<file path="src/rtl/segment_execute.sv">
// Execute stage: ARM condition check against an NZCV register, ALU, flag update and EX/MEM register.
// Define EXEC_MUL_EN to build the iterative shift-add multiplier (ALUControlE=111), which stalls upstream while busy.
module segment_execute #(
    parameter int MUL_STEP = 1
) (
    input  logic        clk,
    input  logic        rst,
    input  logic        flush_i,
    input  logic        PCSrcE,
    input  logic        RegWriteE,
    input  logic        MemtoRegE,
    input  logic        MemWriteE,
    input  logic [2:0]  ALUControlE,
    input  logic        BranchE,
    input  logic        ALUSrcE,
    input  logic        FlagWriteE,
    input  logic [3:0]  condE,
    input  logic [3:0]  WA3E,
    input  logic [31:0] rd1E,
    input  logic [31:0] rd2E,
    input  logic [31:0] ExtImmE,
    output logic        PCSrcM,
    output logic        RegWriteM,
    output logic        MemtoRegM,
    output logic        MemWriteM,
    output logic [3:0]  WA3M,
    output logic [31:0] ALUResultM,
    output logic [31:0] WriteDataM,
    output logic [3:0]  FlagsO,
    output logic        stall_o
);
    localparam logic [2:0] OP_ADD = 3'b000, OP_SUB = 3'b001, OP_AND = 3'b010, OP_ORR = 3'b011;
    localparam logic [2:0] OP_EOR = 3'b100, OP_MOV = 3'b101, OP_CMP = 3'b110, OP_MUL = 3'b111;

    if (!(MUL_STEP == 1 || MUL_STEP == 2 || MUL_STEP == 4 || MUL_STEP == 8)) begin : g_bad_step
        $error("MUL_STEP must be 1, 2, 4 or 8");
    end

    logic [31:0] src_b, b_eff, alu_res;
    logic [32:0] sum;
    logic        is_sub, is_mul, alu_c, alu_v, cond_ex, issue_en;
    logic [3:0]  flags_q, flags_d;
    logic        pcsrc_q, pcsrc_d, regwrite_q, regwrite_d, memtoreg_q, memtoreg_d, memwrite_q, memwrite_d;
    logic [3:0]  wa3_q, wa3_d;
    logic [31:0] result_q, result_d, wdata_q, wdata_d;

    assign src_b  = ALUSrcE ? ExtImmE : rd2E;
    assign is_sub = (ALUControlE == OP_SUB) || (ALUControlE == OP_CMP);
    assign is_mul = (ALUControlE == OP_MUL);
    assign b_eff  = is_sub ? ~src_b : src_b;
    assign sum    = {1'b0, rd1E} + {1'b0, b_eff} + {32'd0, is_sub};

    // Condition is evaluated on the flags as they stand before this instruction writes them.
    always_comb begin
        case (condE)
            4'b0000: cond_ex = flags_q[2];
            4'b0001: cond_ex = ~flags_q[2];
            4'b0010: cond_ex = flags_q[1];
            4'b0011: cond_ex = ~flags_q[1];
            4'b0100: cond_ex = flags_q[3];
            4'b0101: cond_ex = ~flags_q[3];
            4'b0110: cond_ex = flags_q[0];
            4'b0111: cond_ex = ~flags_q[0];
            4'b1000: cond_ex = flags_q[1] & ~flags_q[2];
            4'b1001: cond_ex = ~flags_q[1] | flags_q[2];
            4'b1010: cond_ex = (flags_q[3] == flags_q[0]);
            4'b1011: cond_ex = (flags_q[3] != flags_q[0]);
            4'b1100: cond_ex = ~flags_q[2] & (flags_q[3] == flags_q[0]);
            4'b1101: cond_ex = flags_q[2] | (flags_q[3] != flags_q[0]);
            default: cond_ex = 1'b1;
        endcase
    end

    // Logic ops leave C and V at their current values.
    always_comb begin
        alu_res = 32'd0;
        alu_c   = flags_q[1];
        alu_v   = flags_q[0];
        case (ALUControlE)
            OP_ADD, OP_SUB, OP_CMP: begin
                alu_res = sum[31:0];
                alu_c   = sum[32];
                alu_v   = (rd1E[31] == b_eff[31]) && (sum[31] != rd1E[31]);
            end
            OP_AND:  alu_res = rd1E & src_b;
            OP_ORR:  alu_res = rd1E | src_b;
            OP_EOR:  alu_res = rd1E ^ src_b;
            OP_MOV:  alu_res = src_b;
            default: alu_res = 32'd0;
        endcase
    end

`ifdef EXEC_MUL_EN
    localparam int N = 32 / MUL_STEP;
    typedef enum logic [1:0] {S_IDLE, S_RUN, S_DONE} state_t;
    state_t      state_q, state_d;
    logic        mul_req;
    logic [31:0] mul_a_q, mul_b_q, acc_q;
    logic [5:0]  cnt_q;
    logic        m_pc_q, m_rw_q, m_m2r_q, m_mw_q, m_fw_q;
    logic [3:0]  m_wa3_q;
    logic [31:0] m_wd_q;

    assign mul_req  = is_mul & cond_ex & ~flush_i;
    assign stall_o  = ((state_q == S_IDLE) & mul_req) | (state_q == S_RUN);
    assign issue_en = (state_q == S_IDLE) & ~flush_i & ~is_mul;

    always_ff @(negedge clk or posedge rst) begin
        if (rst) state_q <= S_IDLE;
        else     state_q <= state_d;
    end

    always_comb begin
        state_d = state_q;
        case (state_q)
            S_IDLE:  if (mul_req) state_d = S_RUN;
            S_RUN:   if (flush_i) state_d = S_IDLE;
                     else if (cnt_q == 6'(N - 1)) state_d = S_DONE;
            default: state_d = S_IDLE;
        endcase
    end

    // Multiplicand shifts left, multiplier shifts right; MUL_STEP bits retired per edge.
    always_ff @(negedge clk or posedge rst) begin
        if (rst) begin
            mul_a_q <= '0; mul_b_q <= '0; acc_q <= '0; cnt_q <= '0;
            m_pc_q <= 1'b0; m_rw_q <= 1'b0; m_m2r_q <= 1'b0; m_mw_q <= 1'b0; m_fw_q <= 1'b0;
            m_wa3_q <= '0; m_wd_q <= '0;
        end else if (state_q == S_IDLE && mul_req) begin
            mul_a_q <= rd1E; mul_b_q <= src_b; acc_q <= '0; cnt_q <= '0;
            m_pc_q <= PCSrcE | BranchE; m_rw_q <= RegWriteE; m_m2r_q <= MemtoRegE;
            m_mw_q <= MemWriteE; m_fw_q <= FlagWriteE; m_wa3_q <= WA3E; m_wd_q <= rd2E;
        end else if (state_q == S_RUN) begin
            acc_q   <= acc_q + mul_a_q * {{(32 - MUL_STEP){1'b0}}, mul_b_q[MUL_STEP-1:0]};
            mul_a_q <= mul_a_q << MUL_STEP;
            mul_b_q <= mul_b_q >> MUL_STEP;
            cnt_q   <= cnt_q + 6'd1;
        end
    end
`else
    assign stall_o  = 1'b0;
    assign issue_en = ~flush_i & ~is_mul;
`endif

    always_comb begin
        pcsrc_d = 1'b0; regwrite_d = 1'b0; memtoreg_d = 1'b0; memwrite_d = 1'b0;
        wa3_d = '0; result_d = '0; wdata_d = '0; flags_d = flags_q;
        if (issue_en) begin
            pcsrc_d    = (PCSrcE | BranchE) & cond_ex;
            regwrite_d = RegWriteE & cond_ex;
            memtoreg_d = MemtoRegE;
            memwrite_d = MemWriteE & cond_ex;
            wa3_d      = WA3E;
            result_d   = alu_res;
            wdata_d    = rd2E;
            if (FlagWriteE & cond_ex) flags_d = {alu_res[31], alu_res == 32'd0, alu_c, alu_v};
        end
`ifdef EXEC_MUL_EN
        else if (state_q == S_DONE && !flush_i) begin
            pcsrc_d = m_pc_q; regwrite_d = m_rw_q; memtoreg_d = m_m2r_q; memwrite_d = m_mw_q;
            wa3_d = m_wa3_q; result_d = acc_q; wdata_d = m_wd_q;
            if (m_fw_q) flags_d = {acc_q[31], acc_q == 32'd0, flags_q[1:0]};
        end
`endif
    end

    always_ff @(negedge clk or posedge rst) begin
        if (rst) begin
            pcsrc_q <= 1'b0; regwrite_q <= 1'b0; memtoreg_q <= 1'b0; memwrite_q <= 1'b0;
            wa3_q <= '0; result_q <= '0; wdata_q <= '0; flags_q <= '0;
        end else begin
            pcsrc_q <= pcsrc_d; regwrite_q <= regwrite_d; memtoreg_q <= memtoreg_d;
            memwrite_q <= memwrite_d; wa3_q <= wa3_d; result_q <= result_d;
            wdata_q <= wdata_d; flags_q <= flags_d;
        end
    end

    assign PCSrcM     = pcsrc_q;
    assign RegWriteM  = regwrite_q;
    assign MemtoRegM  = memtoreg_q;
    assign MemWriteM  = memwrite_q;
    assign WA3M       = wa3_q;
    assign ALUResultM = result_q;
    assign WriteDataM = wdata_q;
    assign FlagsO     = flags_q;
endmodule

</file>
<file path="config.mk">
export PLATFORM = sky130hd
export DESIGN_NAME = segment_execute
export DESIGN_NICKNAME = d
export VERILOG_FILES = /design/src/rtl/segment_execute.sv
export SDC_FILE = /design/constraint.sdc
export NUM_CORES = 1
export LEC_CHECK = 0
export BUFFER_PORTS_ARGS = -buffer_cell sky130_fd_sc_hd__buf_2
export CORE_MARGIN = 3
export CORE_UTILIZATION = 40
export CTS_CLUSTER_DIAMETER = 200
export DETAILED_ROUTE_END_ITERATION = 8
export PLACE_DENSITY = 0.71
export SYNTH_ARGS = -nofsm -noshare
export SYNTH_HDL_FRONTEND = slang
export SYNTH_SLANG_ARGS = --single-unit
</file>
<file path="constraint.sdc">
create_clock -name clk -period 5.7 [get_ports clk]
set_input_delay 0.285 -clock clk [delete_from_list [all_inputs] [get_ports clk]]
set_output_delay 0.285 -clock clk [all_outputs]
set_load 0.005 [all_outputs]
</file>
==> impl_metrics.ini, run 1 <==
[drt]
route.detailed.drc = 0
num_vias = 8968
post_drt_wl_per_cell_um = 18.3
via_per_inst = 5.42
dr.pass1.iters = 5
antenna_left = 0
wl_um = 30400
drt_iter0_markers = 679

[logic_synthesis]
synth_common_cells = ha_1 (101), inv_1 (77), dfrtn_1 (76), a21oi_1 (69), nor2_1 (67)
syn_inst = 939
ys_ff_latch = 76
synth_compound_area_share_pct = 23.7
synth_area_um2 = 7800
yosysUniqueCellTypes = 72
synthMuxAreaShare_pct = 5.04
synthAdderAreaFrac_pct = 16.5
yosysWarnings = 0
yosysSeqAreaShare_pct = 24.4
synth_edf_count = 0
synthXorXnorAreaFrac_pct = 5.25
async_reset_ff_share_pct = 100
avgSynthCellArea_um2 = 8.30
yosys.area_share.simple_pct = 18.2
ys.flop_type = dfrtn_1
synth_area_leaders = dfrtn_1 (24%), ha_1 (16%), mux2i_1 (4.7%)
yosysTopAreaCell = dfrtn_1
synth_top_family_by_area = compound AO/OA/AOI/OAI gates
synth_top_cell_area_share_pct = 24.4
synth_nets = 1158
synth.most_common_cell = ha_1

[cts]
tritoncts = yes
ctsHoldBuffers = 0
clock-sinks = 76
clk_pin_slew_worst_paths_ps = 40
cts-root-buf = clkbuf_16
cts_buffers = 9
h-tree-depth = 3
worstSkewPairLatency_ps = 340
clk_path_buf_depth = 2

[worst_hold_path]
min_from = FlagsO[1]$_DFFE_NP0P_
min_to = FlagsO[1]$_DFFE_NP0P_
min_delay_path_depth = 2
hp-class = reg -> reg

[timing]
setup_viol = 22
hold_violations = 0
clock-skew-final_ps = 2.97
timing.final.ws_setup_ps = -1220
rsz0062_at_grt = true
relSlewSlack_pct = 52.5
slew_viol_final = 0
worstMarginPinSlew_ps = 713

[run]
drv_cap = 0

[place]
dpl.hpwl_um = 23100
dp.cells = 1598
gp_congestion = 0.977
placed_area_um2 = 11100
portBuffers = 192

[setup_path]
slowest_stage = or4b_4
worst-endpoint-arrival_ps = 4440
crit-reg2reg-launch = FlagsO[3]$_DFFE_NP0P_
critPathRequiredTime_ps = 3220
r2r_cells = 10
regToRegEndpoint = FlagsO[2]$_DFFE_NP0P_
path_max_fanout = 6
slowest_delay_ps = 520
rrSetupSlack_ps = 2380
crit_type = in -> reg
cp-end-kind = flip-flop
worstSetupStartpointType = primary input
path_cells = buf_8, and3b_2, or2_4, buf_8, buf_4, xnor2_1, ha_2, nand4_1, nor3_2, o211ai_1, buf_4, buf_6, a21oi_4, or4b_4, nand3_1, a2111o_1, or4b_4, or4_4, o21ai_2

[cells_and_area]
fillers = 1494
nNetsFinal = 1608
postLayoutCellArea_um2 = 12500
synthToLayoutAreaGrowth_pct = 59.9
utilization_pct = 65.8
drive_gt1_share_pct = 46.7
finalNonFillerCells = 1656

[floorplanning]
start_util_pct = 41.1
io_pins = 194
rows = 50
dieHeight_um = 146
die_x_um = 146
coreArea_um2 = 19000
die_area_um2 = 21200

[global_route]
gr-usage-all-layers_pct = 27.4
grt_pass1_wl_um = 47000
grt_overflow = 0
grt_pass1_vias = 8839
grt_max_degree = 55
antenna_found_initial = 1

[power]
vdd_ir_drop_max_mv = 0.131
p_per_area_nw_per_um2 = 224
p_leak_nw = 6.28

[run_status]
violations = setup timing
status = finished, violations left
## cells by family (layout without fill, tap and decap cells)
group / after synthesis / count (layout)
compound gates: 268 / 268
xor+xnor: 45 / 45
fa+ha+maj: 102 / 102
buf+inv: 137 / 592
flops: 76 / 76
mux: 38 / 38
other cells: 1 / 3
simple gates: 272 / 272
## worst max path at each step
stage | slack, ps | startpoint | to | cells past startpoint
2_1_floorplan | -1270 | ALUControlE[1] | FlagsO[2]$_DFFE_NP0P_ | 17
3_3_place_gp | -1550 | ALUControlE[1] | FlagsO[2]$_DFFE_NP0P_ | 16
3_5_place_dp | -1640 | ALUControlE[1] | FlagsO[2]$_DFFE_NP0P_ | 17
4_1_cts | -1190 | ALUControlE[2] | FlagsO[2]$_DFFE_NP0P_ | 20
5_1_grt | -1320 | ALUControlE[2] | FlagsO[2]$_DFFE_NP0P_ | 19
6_report | -1220 | ALUControlE[2] | FlagsO[2]$_DFFE_NP0P_ | 19
## cells in the final DEF, fill, tap and decap left out, drive strengths merged, types with 22 or more instances in the layout
master,netlist,routed
o21ai,45,45
and2,54,54
buf,21,498
nand2,56,56
dfrtn,76,76
nor2,68,68
mux2i,38,38
xnor2,40,40
inv,78,77
a211oi,22,22
ha,101,101
a21oi,69,69
## stage by stage
stage | worst slack, ps | TNS [ps] | total power (W) | hold WS (ps)
after global routing | -1320 | -11310 | 0.00296 | 584
after detailed placement | -1640 | -17060 | 0.00194 | 525
after floorplan | -1270 | -5590 | 0.00132 | 482
after CTS | -1190 | -8990 | 0.00267 | 527
final | -1220 | -9030 | 0.00280 | 542
after global placement | -1550 | -16260 | 0.00192 | 511
## report_power, final
group          internal, W  total (W)  switching, W  leakage (nW)
Clock             0.000395   0.000623      0.000228         0.153
Sequential        0.000596   0.000620     0.0000245         0.996
Combinational     0.000784    0.00156      0.000772          5.13
Total              0.00177    0.00280       0.00102          6.28
## layer usage
| metal | GRT usage [%] | vias to the layer above | share of wire, % |
|---|---|---|---|
| li1 | - | 4256 | - |
| met1 | 35.5 | 4276 | 42 |
| met2 | 46.3 | 377 | 47 |
| met3 | 5.76 | 59 | 7.5 |
| met4 | 8.26 | 0 | 3.0 |
| met5 | 0 | - | 0 |
## registers in the layout, indices dropped and copies added, names as in the netlist
| register | count |
|---|---|
| WA3M | 4 |
| ALUResultM | 32 |
| RegWriteM | 1 |
| MemWriteM | 1 |
| WriteDataM | 32 |
| PCSrcM | 1 |
| FlagsO | 4 |
| MemtoRegM | 1 |
## layout make-up
type / instances / area [um2] / share of cell area [%]
Inverter: 78 / 297 / 2.38
Timing Repair Buffer: 498 / 3450 / 27.7
Tap cell: 260 / 325 / 2.61
Clock inverter: 4 / 72.6 / 0.582
Antenna cell: 2 / 5.00 / 0.0401
Multi-Input combinational cell: 726 / 6170 / 49.5
Clock buffer: 12 / 246 / 1.98
Sequential cell: 76 / 1900 / 15.3
## timing repair
| action | 4_1_cts | 5_1_grt |
|---|---|---|
| buffers inserted | 23 | 19 |
| pin swaps | 37 | 45 |
| endpoints found under the setup margin | 23 | 25 |
| gates resized for setup | 70 | 91 |
| gates cloned | 0 | 0 |
## worst max-delay path, delay by kind of cell
kind	cells	cell delay [ps]
adder cells (fa/ha/maj)	1	430
AO/OA/AOI/OAI	4	830
AND/OR/NAND/NOR	8	2040
buffers and inverters	5	720
XOR/XNOR	1	130
No activity file was read; power rests on OpenSTA's default activity.
==> run 2, diff against run 1 <==
- CORE_ASPECT_RATIO: not set -> 1.5
==> impl_metrics.ini, run 2 (same netlist as run 1, synthesis figures left out) <==
[cells_and_area]
synthToLayoutAreaGrowth_pct = 59.2
fillers = 1517
final_common_cell = buf_4
final_cell_mix = buf_4 (270), buf_2 (189), ha_1 (96)
drive_gt1_share_pct = 45.7
nNetsFinal = 1597

[setup_path]
path_max_fanout = 7
crit_type = in -> reg
regToRegEndpoint = FlagsO[2]$_DFFE_NP0P_
rrSetupSlack_ps = 2290
crit-reg2reg-launch = FlagsO[3]$_DFFE_NP0P_
worstSetupStartpointType = primary input
cp-end-kind = flip-flop
r2r_cells = 10
critPathRequiredTime_ps = 3220
worst-endpoint-arrival_ps = 4520
cp-startpoint = ALUControlE[1]
cp-endpoint = FlagsO[2]$_DFFE_NP0P_

[cts]
clk_path_buf_depth = 2
tritoncts = yes
cts-root-buf = clkbuf_16
cts_buffers = 9
clk_pin_slew_worst_paths_ps = 50
h-tree-depth = 3
clock-sinks = 76
worstSkewPairLatency_ps = 360

[floorplanning]
die_area_um2 = 21200
die_x_um = 120
dieHeight_um = 177
start_util_pct = 41.4
io_pins = 194
coreArea_um2 = 18900
rows = 61

[timing]
rsz0062_at_grt = true
clock-skew-final_ps = 5.82
slew_viol_final = 0
worstMarginPinSlew_ps = 757
relSlewSlack_pct = 49.6
hold_violations = 0
setup_viol = 22
timing.final.ws_setup_ps = -1300

[worst_hold_path]
hp-class = reg -> reg
min_from = FlagsO[1]$_DFFE_NP0P_

[power]
p_per_area_nw_per_um2 = 231
vdd_ir_drop_max_mv = 0.134
p_leak_nw = 6.24
fin_total_pwr_w = 0.00287

[global_route]
grt_pass1_vias = 8759
grt_overflow = 0
grt_max_degree = 56
met1_usage_pct = 28.0
antenna_found_initial = 1
grt_use_met3_pct = 3.23
gr-usage-all-layers_pct = 26.8
met2_usage_pct = 51.5
top_usage_layer = met2
grt_pass1_wl_um = 44500

[drt]
wl_um = 30100
antenna_left = 0
via_per_inst = 5.47
route.detailed.drc = 0
drt_iter0_markers = 582
post_drt_wl_per_cell_um = 18.4
num_vias = 8947
dr.pass1.iters = 5

[place]
portBuffers = 192
gp_congestion = 0.955
dpl.hpwl_um = 23300
post-place-ws_ps = -1740

[run_status]
violations = setup timing
status = finished, violations left

[run]
drv_cap = 0
[run 2: cell count changes in the layout (fill, tap and decap cells not counted), sizes merged]
cell,before,now
buf,498,486
diode,2,1
clkbuf,12,10
clkinvlp,1,0
clkinv,2,3
inv,77,79
bufinv,2,3
[run 2: routing by layer]
metal,vias to the layer above,routed length [um]
met1,4313,10800
met5,-,0
met4,0,1700
met3,96,1280
met2,298,16300
li1,4240,-
[run 2: worst min path at each step]
stage                                 end  slack [ps]  cells past startpoint
global route        FlagsO[2]$_DFFE_NP0P_         560                      2
global placement    FlagsO[1]$_DFFE_NP0P_         520                      2
CTS                 FlagsO[1]$_DFFE_NP0P_         520                      2
floorplan           FlagsO[2]$_DFFE_NP0P_         480                      2
finish              FlagsO[1]$_DFFE_NP0P_         520                      2
detailed placement  FlagsO[1]$_DFFE_NP0P_         520                      2
[run 2: layout make-up]
type / count / area, um2 / share of cell area [%]
Inverter: 78 / 297 / 2.39
Tap cell: 252 / 315 / 2.54
Antenna cell: 1 / 2.50 / 0.0202
Multi-Input combinational cell: 726 / 6190 / 49.9
Clock buffer: 9 / 225 / 1.81
Timing Repair Buffer: 487 / 3360 / 27.1
Clock inverter: 7 / 121 / 0.977
Sequential cell: 76 / 1900 / 15.3
[run 2: through the flow]
step | hold WS, ps | TNS [ps] | area, um2 | util [%] | std cells
3_5_place_dp | 522 | -18110 | 11100 | 58.7 | 1590
4_1_cts | 522 | -6730 | 11700 | 62.1 | 1617
3_3_place_gp | 520 | -17430 | 11100 | 58.7 | 1590
5_1_grt | 557 | -10830 | 12400 | 65.9 | 1636
2_1_floorplan | 482 | -5590 | 8020 | - | 939
6_report | 525 | -8490 | 12400 | 65.9 | 1636
[run 2: repair_timing]
item | 4_1_cts | 5_1_grt
setup buffers | 11 | 21
resized for setup | 43 | 105
endpoints found under the setup margin | 22 | 26
hold buffers | 0 | 0
cloned | 0 | 1
pin swaps | 19 | 64
[run 2: critical path, stage by stage]
cell and delay [ps]:
buf_8 100, and3b_2 210, or2_4 320, buf_12 180
xnor2_4 170, ha_4 220, a21o_1 170, a211o_1 300
o21a_1 250, buf_4 150, o211ai_1 160, o211ai_1 140
a211o_1 300, or4_4 480, or4b_4 490, or4_1 420
o21ai_1 160
[run 2: report_power, final]
group | switching [W] | internal, W | total [W] | leakage [nW]
Clock | 0.000270 | 0.000432 | 0.000702 | 0.170
Sequential | 0.0000226 | 0.000595 | 0.000618 | 0.996
Combinational | 0.000770 | 0.000779 | 0.00155 | 5.07
Total | 0.00106 | 0.00181 | 0.00287 | 6.24
==> run 3, diff against run 2 <==
- CELL_PAD_IN_SITES_DETAIL_PLACEMENT: not set -> 1
- CELL_PAD_IN_SITES_GLOBAL_PLACEMENT: not set -> 1
- PLACE_DENSITY: 0.71 -> 0.89
==> impl_metrics.ini, run 3 <==
[global_route]
grt_overflow = 1
gr-usage-all-layers_pct = 52.8
grt_pass1_wl_um = 83700
grt_pass1_vias = 13469
grt_max_degree = 103

[floorplanning]
rows = 61
die_x_um = 120
dieHeight_um = 177
io_pins = 194
start_util_pct = 41.4

[cts]
ctsHoldBuffers = 0
cts-root-buf = clkbuf_16
cts_buffers = 9
clock-sinks = 76
clk_path_buf_depth = 2
h-tree-depth = 3

[logic_synthesis]
ys.flop_type = dfrtn_1
synth_top_cell_area_share_pct = 24.4
yosysTopAreaCell = dfrtn_1
yosysUniqueCellTypes = 72
ys_ff_latch = 76
synth_nets = 1158
synth_area_um2 = 7800
avgSynthCellArea_um2 = 8.30
yosysWarnings = 0
syn_inst = 939
yosysSeqAreaShare_pct = 24.4
synth_area_leaders = dfrtn_1 (24%), ha_1 (16%), mux2i_1 (4.7%)
synth_edf_count = 0
async_reset_ff_share_pct = 100
synth_common_cells = ha_1 (101), inv_1 (77), dfrtn_1 (76), a21oi_1 (69), nor2_1 (67)
synth.most_common_cell = ha_1

[run_status]
stop_stage = global routing
tool.error = [ERROR GRT-0116] Global routing finished with congestion. Check the congestion regions in the DRC Viewer.
status = stopped before the end

[place]
placed_area_um2 = 11000
gp_congestion = 1.01
portBuffers = 192
dpl.hpwl_um = 30000
run 3: cell counts after synthesis:
Identical to the previous run, type by type.
run 3: through the flow:
step                TNS, ps  instances  utilization (%)  worst slack (ps)
floorplan             -5590        939                -             -1270
global placement     -15450       1577             58.2             -1600
detailed placement   -21500       1577             58.2             -1810
CTS                   -9760       1627             64.5             -1290
run 3: routing by layer:
metal	track usage (%)	overflow
met5	0	0
met4	58.2	0
met3	24.5	0
met2	81.2	1
met1	48.3	0
run 3: kinds of logic after synthesis:
logic type,count (synthesis),share of synthesized area [%]
AO/OA/AOI/OAI,268,23.7
XOR/XNOR,45,5.25
adder cells (fa/ha/maj),102,16.5
buffers and inverters,137,6.93
flip-flops,76,24.4
multiplexers,38,5.04
other,1,0.0481
AND/OR/NAND/NOR,272,18.2
run 3: repair_timing:
| action | 4_1_cts |
|---|---|
| cloned | 1 |
| endpoints found under the setup margin | 27 |
| resized for setup | 130 |
| buffers inserted | 34 |
| hold endpoints to repair | 0 |
| pin swaps | 51 |
==> run 4, diff against run 3 <==
- CELL_PAD_IN_SITES_DETAIL_PLACEMENT: 1 -> not set
- CELL_PAD_IN_SITES_GLOBAL_PLACEMENT: 1 -> not set
- CORE_ASPECT_RATIO: 1.5 -> not set
- CORE_UTILIZATION: 40 -> 25
- CTS_CLUSTER_DIAMETER: 200 -> not set
- PLACE_DENSITY: 0.89 -> not set
- PLACE_DENSITY_LB_ADDON: not set -> 0.15
==> impl_metrics.ini, run 4 (same netlist as run 1, synthesis figures left out) <==
[cells_and_area]
finalNonFillerCells = 1794
utilization_pct = 41.0
drive_gt1_share_pct = 46.4
synthToLayoutAreaGrowth_pct = 61.3
final_cell_mix = buf_4 (279), buf_2 (188), ha_1 (94)
insertedDiodeCount = 0
final_common_cell = buf_4
nNetsFinal = 1612

[setup_path]
regToRegEndpoint = FlagsO[2]$_DFFE_NP0P_
crit_type = in -> reg
cp-startpoint = ALUControlE[2]
crit-reg2reg-launch = FlagsO[3]$_DFFE_NP0P_
worstSetupStartpointType = primary input
slowest_stage = or4_4
path_max_fanout = 10
r2r_cells = 10
rrSetupSlack_ps = 2280
critPathRequiredTime_ps = 3230
cp-end-kind = flip-flop
slowest_delay_ps = 500
worst-endpoint-arrival_ps = 4370
path_cells = buf_8, and3b_2, or2_4, buf_12, xnor2_1, ha_1, nand4_1, buf_4, o221ai_2, nand2_2, and3b_1, nor3_2, o311ai_1, or4_4, or4b_4, or4_1, o21ai_1
cp-endpoint = FlagsO[2]$_DFFE_NP0P_

[cts]
ctsHoldBuffers = 0
clk_path_buf_depth = 2
worstSkewPairLatency_ps = 350
cts_buffers = 9
clock-sinks = 76
cts-root-buf = clkbuf_16
clk_pin_slew_worst_paths_ps = 50
h-tree-depth = 3
tritoncts = yes

[global_route]
grt_max_degree = 60
grt_pass1_wl_um = 49600
grt_pass1_vias = 8690
grt_overflow = 0
antenna_found_initial = 0
gr-usage-all-layers_pct = 19.1

[power]
fin_total_pwr_w = 0.00273
seqPwrFrac_pct = 22.7
p_comb_share_pct = 55.9
switching_power_w = 0.00106
vdd_ir_drop_max_mv = 0.144
p_sw_share_pct = 38.6
p_int_w = 0.00168
p_per_area_nw_per_um2 = 217
power.share.clock_pct = 21.5
p_leak_nw = 6.25

[floorplanning]
die_area_um2 = 33300
die_x_um = 183
io_pins = 194
rows = 64
start_util_pct = 25.4
dieHeight_um = 183
coreArea_um2 = 30700

[place]
dpl.hpwl_um = 25700
portBuffers = 192
gp_congestion = 0.888
post-place-ws_ps = -1800
dp.cells = 1754

[drt]
dr.pass1.iters = 5
route.detailed.drc = 0
wl_um = 32200
antenna_left = 0
via_per_inst = 4.78
drt_iter0_markers = 386
post_drt_wl_per_cell_um = 17.9
num_vias = 8571

[worst_hold_path]
hp-class = reg -> reg

[timing]
setup_viol = 19
timing.final.ws_setup_ps = -1140
slew_viol_final = 0
worstMarginPinSlew_ps = 957
clock-skew-final_ps = 4.31
hold_violations = 0
rsz0062_at_grt = true
relSlewSlack_pct = 36.1

[run_status]
violations = setup timing
status = finished, violations left

[run]
drv_cap = 0
run 4: worst max-delay path: cells and delay by family:
kind                     cells  cell delay, ps
adder cells (fa/ha/maj)      1             310
AND/OR/NAND/NOR              9            2690
XOR/XNOR                     1             140
buffers and inverters        3             460
AO/OA/AOI/OAI                3             480
run 4: worst min path at each step:
stage / from / endpoint / cells past startpoint
2_1_floorplan: FlagsO[2]$_DFFE_NP0P_ / FlagsO[2]$_DFFE_NP0P_ / 2
3_3_place_gp: FlagsO[1]$_DFFE_NP0P_ / FlagsO[1]$_DFFE_NP0P_ / 2
3_5_place_dp: FlagsO[1]$_DFFE_NP0P_ / FlagsO[1]$_DFFE_NP0P_ / 2
4_1_cts: FlagsO[1]$_DFFE_NP0P_ / FlagsO[1]$_DFFE_NP0P_ / 2
5_1_grt: FlagsO[1]$_DFFE_NP0P_ / FlagsO[1]$_DFFE_NP0P_ / 2
6_report: FlagsO[1]$_DFFE_NP0P_ / FlagsO[1]$_DFFE_NP0P_ / 2
run 4: repair_timing:
item / CTS / global route
setup endpoints to repair: 24 / 26
buffers inserted: 14 / 17
hold endpoints to repair: 0 / 0
gates cloned: 1 / 0
resized for setup: 94 / 63
pin swaps: 39 / 47
run 4: per-layer routing:
layer / wire, um / vias up / track usage, %
met5: 0 / - / 0
met2: 15400 / 180 / 32.5
li1: - / 4268 / -
met3: 1420 / 24 / 2.99
met4: 501 / 0 / 4.48
met1: 14900 / 4099 / 25.4
run 4: power groups by stage:
stage,clock network [W],registers [W],logic (W)
final,0.000586,0.000620,0.00153
after global routing,0.000629,0.000625,0.00167
after CTS,0.000608,0.000620,0.00145
after detailed placement,0,0.000629,0.00135
after global placement,0,0.000629,0.00135
after floorplan,0,0.000633,0.000688
run 4: through the flow:
stage | cell area [um2] | TNS [ps] | hold slack (ps)
2_1_floorplan | 8020 | -5590 | 482
3_3_place_gp | 11400 | -20460 | 524
3_5_place_dp | 11400 | -20690 | 521
4_1_cts | 12200 | -7210 | 521
5_1_grt | 12600 | -10060 | 585
6_report | 12600 | -7560 | 534
run 4: area by class of cell:
type | count | area (um2)
timing repair buffer | 501 | 3470
inverter | 78 | 297
sequential | 76 | 1900
tap | 396 | 495
fill | 3131 | 18100
clock inverter | 5 | 36.3
multi-input combinational | 727 | 6130
clock buffer | 11 | 243
